<file path="config.mk">
export PLATFORM = sky130hd
export DESIGN_NAME = ebox_mem_seq
export DESIGN_NICKNAME = d
export VERILOG_FILES = /design/src/rtl/ebox_mem_seq.sv
export SDC_FILE = /design/constraint.sdc
export NUM_CORES = 1
export LEC_CHECK = 0
export BUFFER_PORTS_ARGS = -buffer_cell sky130_fd_sc_hd__buf_2
export CORE_MARGIN = 3
export CORE_UTILIZATION = 48
export DETAILED_ROUTE_END_ITERATION = 12
export PLACE_DENSITY = 0.89
export RECOVER_POWER = 25
export SYNTH_ARGS = -nofsm -noshare
export SYNTH_HDL_FRONTEND = slang
export SYNTH_SLANG_ARGS = --single-unit
</file>
<file path="constraint.sdc">
create_clock -name clk -period 2.8 [get_ports clk]
set_input_delay 0.56 -clock clk [delete_from_list [all_inputs] [get_ports clk]]
set_output_delay 0.56 -clock clk [all_outputs]
set_load 0.1 [all_outputs]
</file>
<file path="src/rtl/ebox_mem_seq.sv">
// EBOX memory reference sequencer: issues read/write/PSE requests to the MBOX and handles retries and errors.
// Optional watchdog enabled by defining EBOX_MEM_TIMEOUT_EN.
module ebox_mem_seq #(
  parameter int TIMEOUT   = 255,
  parameter int MAX_RETRY = 7
) (
  input  logic         clk,
  input  logic         resetN,
  input  logic         startRead,
  input  logic         startWrite,
  input  logic         startPSE,
  input  logic [13:35] vmaIn,
  input  logic         cshEBOXT0,
  input  logic         cshEBOXRetry,
  input  logic         mboxRespIn,
  input  logic [0:35]  cacheData,
  input  logic [0:4]   errIn,
  input  logic         clrErr,
  output logic         eboxReq,
  output logic         eboxRead,
  output logic         eboxWrite,
  output logic         eboxPSE,
  output logic [13:35] eboxVMA,
  output logic         memBusy,
  output logic         memDone,
  output logic [0:35]  dataOut,
  output logic         anyEboxError,
  output logic [0:2]   errCode
);

  localparam logic [2:0] ST_IDLE  = 3'd0;
  localparam logic [2:0] ST_REQ   = 3'd1;
  localparam logic [2:0] ST_WAIT  = 3'd2;
  localparam logic [2:0] ST_RETRY = 3'd3;
  localparam logic [2:0] ST_DONE  = 3'd4;
  localparam logic [2:0] ST_ERROR = 3'd5;

  localparam logic [0:2] ERR_NONE  = 3'd0;
  localparam logic [0:2] ERR_IN    = 3'd1;
  localparam logic [0:2] ERR_RETRY = 3'd2;
  localparam logic [0:2] ERR_TMO   = 3'd3;

  // The 3-bit count wraps, so overflow is judged on the widened increment.
  function automatic logic retry_over(input logic [2:0] cnt);
    logic [3:0] inc;
    inc = {1'b0, cnt} + 4'd1;
    return (32'(inc) > MAX_RETRY);
  endfunction

  logic [2:0] state_r;
  logic [2:0] state_nxt_s;
  logic [2:0] retry_cnt_r;
  logic [2:0] retry_cnt_nxt_s;
  logic       retry_ovf_r;
  logic       retry_ovf_nxt_s;
  logic [0:2] err_code_nxt_s;
  logic       load_data_s;
  logic       tmo_hit_s;
  logic       start_any_s;
  logic       err_any_s;

  assign start_any_s = startRead | startWrite | startPSE;
  assign err_any_s   = |errIn;

`ifdef EBOX_MEM_TIMEOUT_EN
  localparam logic [7:0] TMO_LAST = 8'(TIMEOUT - 1);
  logic [7:0] wdog_r;

  // Watchdog counts consecutive cycles spent in REQ or WAIT.
  always_ff @(posedge clk or negedge resetN) begin
    if (!resetN) begin
      wdog_r <= 8'd0;
    end else if (state_r == ST_REQ || state_r == ST_WAIT) begin
      wdog_r <= wdog_r + 8'd1;
    end else begin
      wdog_r <= 8'd0;
    end
  end

  assign tmo_hit_s = (wdog_r == TMO_LAST);
`else
  logic unused_timeout_s;
  assign unused_timeout_s = ^32'(TIMEOUT);
  assign tmo_hit_s        = 1'b0;
`endif

  // Next-state, retry bookkeeping and error code selection.
  always_comb begin
    state_nxt_s     = state_r;
    retry_cnt_nxt_s = retry_cnt_r;
    retry_ovf_nxt_s = retry_ovf_r;
    err_code_nxt_s  = errCode;
    load_data_s     = 1'b0;
    case (state_r)
      ST_IDLE: begin
        if (start_any_s) begin
          state_nxt_s = ST_REQ;
        end else begin
          state_nxt_s = ST_IDLE;
        end
      end
      ST_REQ, ST_WAIT: begin
        if (err_any_s) begin
          state_nxt_s    = ST_ERROR;
          err_code_nxt_s = ERR_IN;
        end else if (cshEBOXRetry) begin
          state_nxt_s     = ST_RETRY;
          retry_cnt_nxt_s = retry_cnt_r + 3'd1;
          retry_ovf_nxt_s = retry_over(retry_cnt_r);
        end else if (tmo_hit_s) begin
          state_nxt_s    = ST_ERROR;
          err_code_nxt_s = ERR_TMO;
        end else if (state_r == ST_REQ && cshEBOXT0) begin
          state_nxt_s = ST_WAIT;
        end else if (state_r == ST_WAIT && mboxRespIn) begin
          state_nxt_s = ST_DONE;
          load_data_s = eboxRead | eboxPSE;
        end else begin
          state_nxt_s = state_r;
        end
      end
      ST_RETRY: begin
        if (err_any_s) begin
          state_nxt_s    = ST_ERROR;
          err_code_nxt_s = ERR_IN;
        end else if (retry_ovf_r) begin
          state_nxt_s    = ST_ERROR;
          err_code_nxt_s = ERR_RETRY;
        end else begin
          state_nxt_s = ST_REQ;
        end
      end
      ST_DONE: begin
        retry_cnt_nxt_s = 3'd0;
        retry_ovf_nxt_s = 1'b0;
        if (err_any_s) begin
          state_nxt_s    = ST_ERROR;
          err_code_nxt_s = ERR_IN;
        end else begin
          state_nxt_s = ST_IDLE;
        end
      end
      ST_ERROR: begin
        if (err_any_s) begin
          state_nxt_s    = ST_ERROR;
          err_code_nxt_s = ERR_IN;
        end else if (clrErr) begin
          state_nxt_s     = ST_IDLE;
          err_code_nxt_s  = ERR_NONE;
          retry_cnt_nxt_s = 3'd0;
          retry_ovf_nxt_s = 1'b0;
        end else begin
          state_nxt_s = ST_ERROR;
        end
      end
      default: begin
        state_nxt_s     = ST_IDLE;
        err_code_nxt_s  = ERR_NONE;
        retry_cnt_nxt_s = 3'd0;
        retry_ovf_nxt_s = 1'b0;
      end
    endcase
  end

  // State, registered status outputs, command latch and read data capture.
  always_ff @(posedge clk or negedge resetN) begin
    if (!resetN) begin
      state_r      <= ST_IDLE;
      retry_cnt_r  <= 3'd0;
      retry_ovf_r  <= 1'b0;
      errCode      <= ERR_NONE;
      eboxReq      <= 1'b0;
      memBusy      <= 1'b0;
      memDone      <= 1'b0;
      anyEboxError <= 1'b0;
      eboxRead     <= 1'b0;
      eboxWrite    <= 1'b0;
      eboxPSE      <= 1'b0;
      eboxVMA      <= 23'd0;
      dataOut      <= 36'd0;
    end else begin
      state_r      <= state_nxt_s;
      retry_cnt_r  <= retry_cnt_nxt_s;
      retry_ovf_r  <= retry_ovf_nxt_s;
      errCode      <= err_code_nxt_s;
      eboxReq      <= (state_nxt_s == ST_REQ);
      memBusy      <= (state_nxt_s != ST_IDLE) && (state_nxt_s != ST_DONE);
      memDone      <= (state_nxt_s == ST_DONE);
      anyEboxError <= (state_nxt_s == ST_ERROR);
      // Command priority on simultaneous starts: write, then PSE, then read.
      if (state_r == ST_IDLE && start_any_s) begin
        eboxWrite <= startWrite;
        eboxPSE   <= ~startWrite & startPSE;
        eboxRead  <= ~startWrite & ~startPSE & startRead;
        eboxVMA   <= vmaIn;
      end else if (state_nxt_s == ST_IDLE) begin
        eboxWrite <= 1'b0;
        eboxPSE   <= 1'b0;
        eboxRead  <= 1'b0;
        eboxVMA   <= 23'd0;
      end
      if (load_data_s) begin
        dataOut <= cacheData;
      end
    end
  end

endmodule

</file>
Word-level counts from Yosys, hierarchy flattened --
Index checks and enable logic that the tools add are counted.
Operators by class: add/sub/neg operators 2, magnitude comparators 1, equality and inequality tests 16, muxes and demuxes 37, bitwise logic cells 10, reductions and logical operators 14
Operators with widths (count):
- $mux 3 | 17
- $mux 23 | 2
- $pmux 3 s5 | 1
- $mux 1 | 14
- $eq 3x3->1 const B | 4
- $pmux 3 s4 | 1
- $ne 3x3->1 const B | 3
- $pmux 3 s3 | 1
- $ne 2x2->1 const B | 4
- $eq 3x1->1 const B | 2
- $eq 3x2->1 const B | 2
- $logic_not 3->1 | 2
- $reduce_and 5->1 | 1
- $reduce_or 5->1 | 1
- $add 3x1->4 const B | 1
- $gt 4x3->1 const B | 1
- $logic_and 1x1->1 | 4
- $not 1->1 | 4
- $reduce_and 4->1 | 1
- $reduce_or 2->1 | 2
- $add 3x1->3 const B | 1
- $and 1x1->1 | 3
- $or 1x1->1 | 3
- $pmux 1 s3 | 1
- 4 further kinds | 4
Word-level totals: bits in registers 76, bits of input ports 73, output and inout port bits 69, logic and storage cells 93

Longest topological paths before layout --
depth after elaboration 10, gate-level depth with buffers 9

Least setup slack after synthesis --
No wires, ideal clock.
path type input-to-reg, start point in errIn[3] (netlist name), end point reg dataOut[0] (netlist name), library setup time 125 ps, arrival time 2146 ps, data required time 2675 ps, slack 528 ps, stages 8, path buffers 2, path through nor3_2 > nand2_2 > a211oi_1 > nor3b_4 > nand4bb_1 > buf_6 > buf_12 > mux2_4
On the way: word-level cells in the longest chain between the ends 3
Ends and longest elaborated chain:
- from (decl) | line 17 | input logic [0:4] errIn,
- $reduce_or 5->1 | line 63 | assign err_any_s = |errIn;
- $mux 1 | line 103 | if (err_any_s) begin
- $mux 1 | line 94 | case (state_r)
- to (signal assigned) | line 203 | dataOut <= cacheData;
- to (decl) | line 26 | output logic [0:35] dataOut,
Every way passes these cells. A chain may end at the register's enable or synchronous reset.

Final worst setup path --
start point reg state_r[1], end point reg dataOut[22] (netlist name)
On the way: word-level cells in the longest chain between the ends 7
Ends and longest elaborated chain:
- from (decl) | line 50 | logic [2:0] state_r;
- from (signal assigned) | line 182 | state_r <= state_nxt_s;
- $eq 3x2->1 | line 94, 115
- $logic_and 1x1->1 | line 115 | end else if (state_r == ST_WAIT && mboxRespIn) begin
- $mux 1 | line 115
- $mux 1 | line 113 | end else if (state_r == ST_REQ && cshEBOXT0) begin
- $mux 1 | line 106 | end else if (cshEBOXRetry) begin
- $mux 1 | line 103
- $mux 1 * | line 94
Every way passes the cells marked *; elsewhere a longest branch is shown, timed or not.

==> flow_metrics.env <==
export IMPL_status="finished, violations left"
export IMPL_failed_checks="capacitance limit, slew limit"
export IMPL_synth_edff_count=0
export IMPL_grtUsageMet2=0.307
export IMPL_clk_path_buf_depth=2
export IMPL_p_per_area_nw_per_um2=751
export IMPL_ys_types=46
export IMPL_finClkSkew_ns=0.00995
export IMPL_total_power_uw=3220
export IMPL_n_antenna_cell=0
export IMPL_syn_to_final_growth_pct=28.1
export IMPL_initial_core_util=0.510
export IMPL_ff2ff_path_depth=7
export IMPL_synth_top_area_cell="dfrtp_1"
export IMPL_portBuffers=140
export IMPL_crit_type="flop to flop"
export IMPL_worstMarginPinSlew_ns=1.80
export IMPL_layout_nets=494
export IMPL_ys_seq_area_frac=0.560
export IMPL_maxCapViolCount=1
export IMPL_drcViolationCount=0
export IMPL_p_leak_uw=0.00233
export IMPL_cp_max_fo=23
export IMPL_crit_path_top_delay_cell="dfrtp_1"
export IMPL_path_cells="and2_1 > nor4bb_2 > a21oi_2 > nor3b_4 > nand4bb_4 > buf_12 > mux2_2"
export IMPL_setup_viol_count_final=0
export IMPL_tns_ns=0
export IMPL_die_area_um2=8020
export IMPL_postCtsSetupRepairBufs=0
export IMPL_grt_util_met1=0.229
export IMPL_synthesis_area_um2=3350
export IMPL_via_per_inst=5.01
export IMPL_finalHoldViolCount=0
export IMPL_final_cell_count_no_fill=518
export IMPL_synth_area_leaders="dfrtp_1, mux2_4, nand2_1"
export IMPL_pre_cts_slack_ns=0.172
export IMPL_cp_arrival_ns=2.65
export IMPL_maxSlewHeadroom=-0.200
export IMPL_async_flop_share=1.00
export IMPL_finalCritPeriodShare=0.868
export IMPL_yosysWarnings=0
export IMPL_grt_pass1_wl_um=11700
export IMPL_drtPass1Iterations=4
export IMPL_whs_ns=0.447
export IMPL_synth_top_cell_area_share=0.560
export IMPL_grt_max_degree=76
export IMPL_final_min_clock_period_ns=2.43
export IMPL_synth_main_ff_cell="dfrtp_1"
export IMPL_ctsResizeCount=0
export IMPL_max_stage_delay_ns=0.54
export IMPL_place_hpwl_um=5460
export IMPL_fill_cells=528
export IMPL_startpoint_type="flop"
export IMPL_first_iter_violations=105
export IMPL_synthCells=277
export IMPL_cts_root_buf="clkbuf_8"
export IMPL_endpoint_kind="flop"
export IMPL_antenna_found_initial=0
export IMPL_grt_total_usage=0.185
export IMPL_cts_max_level=3
export IMPL_cts_tree="yes"
export IMPL_ios=142
export IMPL_ant_nets=0
export IMPL_die_height_um=89.6
export IMPL_synth_common_cells="dfrtp_1, nand2_1, a21oi_1, mux2_4, nor2_1"
export IMPL_grt_use_met3=0.0479
export IMPL_syn_avg_cell_area_um2=12.1
export IMPL_grt_pass1_vias=2644
export IMPL_wirelength_um=7380
export IMPL_dp_cells=502
export IMPL_fin_ws_ns=0.369
export IMPL_vias=2597
export IMPL_cts_buffers=9
export IMPL_fp_row_count=29
export IMPL_slew_viol_final=76
export IMPL_ir_worst_vdd_v=0.000425
export IMPL_cp_required_ns=3.02
export IMPL_clk_latency_ns=0.34
export IMPL_core_um2=6570
export IMPL_clk_pin_slew_ns=0.08
export IMPL_worstHoldPathCells=2
export IMPL_wire_per_inst_um=14.3
export IMPL_rsz0062_at_grt="no"
export IMPL_gp_congestion=0.828
export IMPL_ys_ff_latch=75
export IMPL_overflow=0
export IMPL_postCtsHoldBufs=0
export IMPL_synth_most_common_cell="dfrtp_1"
export IMPL_clock_sinks=75
export IMPL_grt_busiest_layer="met2"
export IMPL_die_w_um=89.6
export IMPL_hold_class="input port to flop"
export IMPL_drive_gt1_frac=0.496
export IMPL_syn_nets=351
export IMPL_max_freq_mhz=411
[critical path: cells and delay by family, from the launching register on]
| family | cells | cell delay (ns) |
|---|---|---|
| AO/OA/AOI/OAI | 1 | 0.13 |
| buffers and inverters | 1 | 0.24 |
| flip-flops | 1 | 0.54 |
| multiplexers | 1 | 0.35 |
| AND/OR/NAND/NOR | 4 | 1.06 |
[logic make-up (layout without fill, tap and decap cells)]
| kind of cell | after synthesis | count (layout) | share of synthesized area |
|---|---|---|---|
| DFF | 75 | 75 | 0.560 |
| muxes | 37 | 37 | 0.158 |
| other | 1 | 1 | 0.00112 |
| adders and majority gates | 1 | 1 | 0.00373 |
| xor gates and xnor gates | 1 | 1 | 0.00261 |
| buffers and inverters | 22 | 170 | 0.0452 |
| and+or+nand+nor | 84 | 84 | 0.125 |
| AOI/OAI and AO/OA | 56 | 56 | 0.105 |
[where the power goes]
group          switching [µW]  internal [µW]  total, µW
clock network             398            322        720
logic                    1000            230       1230
registers                66.2           1200       1270
[cell usage in the layout (no fill, tap or decap), types with 3 or more instances in the layout]
cell	Yosys	final
mux2_2	6	6
buf_4	2	6
o21ai_0	8	8
nand2_1	52	52
clkbuf_8	0	9
buf_2	4	139
mux2_4	30	30
nand3_1	4	4
nor2_1	12	12
dfrtp_1	75	75
clkinvlp_4	0	3
a21oi_1	30	30
inv_1	7	7
o22ai_1	3	3
[final timing paths]
path                                   startpoint                       to  slack, ns
hold reg to reg            dataOut[1]$_DFFE_PN0P_   dataOut[1]$_DFFE_PN0P_       0.51
setup / recovery             state_r[1]$_DFF_PN0_  dataOut[22]$_DFFE_PN0P_       0.37
setup reg to reg             state_r[1]$_DFF_PN0_  dataOut[22]$_DFFE_PN0P_       0.37
min in group asynchronous                  resetN   anyEboxError$_DFF_PN0_       0.71
hold / removal                      cacheData[34]  dataOut[34]$_DFFE_PN0P_       0.45
max in group asynchronous                  resetN  dataOut[10]$_DFFE_PN0P_       1.02
[area by class of cell]
cell class | count | area, µm² | area share
sequential | 75 | 1880 | 0.437
multi-input combinational | 180 | 1340 | 0.312
timing repair buffer | 147 | 766 | 0.178
clock buffer | 10 | 128 | 0.0297
tap | 93 | 116 | 0.0271
clock inverter | 6 | 41.3 | 0.00962
inverter | 7 | 26.3 | 0.00612
[registers in the layout (all words and copies together) (netlist names)]
| name | flops |
|---|---|
| eboxVMA | 23 |
| eboxWrite | 1 |
| state_r | 3 |
| dataOut | 36 |
| eboxReq | 1 |
| eboxPSE | 1 |
| memBusy | 1 |
| retry_ovf_r | 1 |
| memDone | 1 |
| errCode | 2 |
| eboxRead | 1 |
| retry_cnt_r | 3 |
| anyEboxError | 1 |
[metal layers]
layer | vias up | wire (µm)
met4 | 0 | 159
met3 | 20 | 586
met2 | 125 | 3590
met5 | - | 0
met1 | 1215 | 3040
li1 | 1237 | -
[stage by stage]
stage           util  area, µm²
2_1_floorplan      -       3350
3_3_place_gp   0.628       4130
3_5_place_dp   0.628       4130
4_1_cts        0.654       4300
5_1_grt        0.654       4290
6_report       0.654       4290
Power figures use the tool's default switching activity.
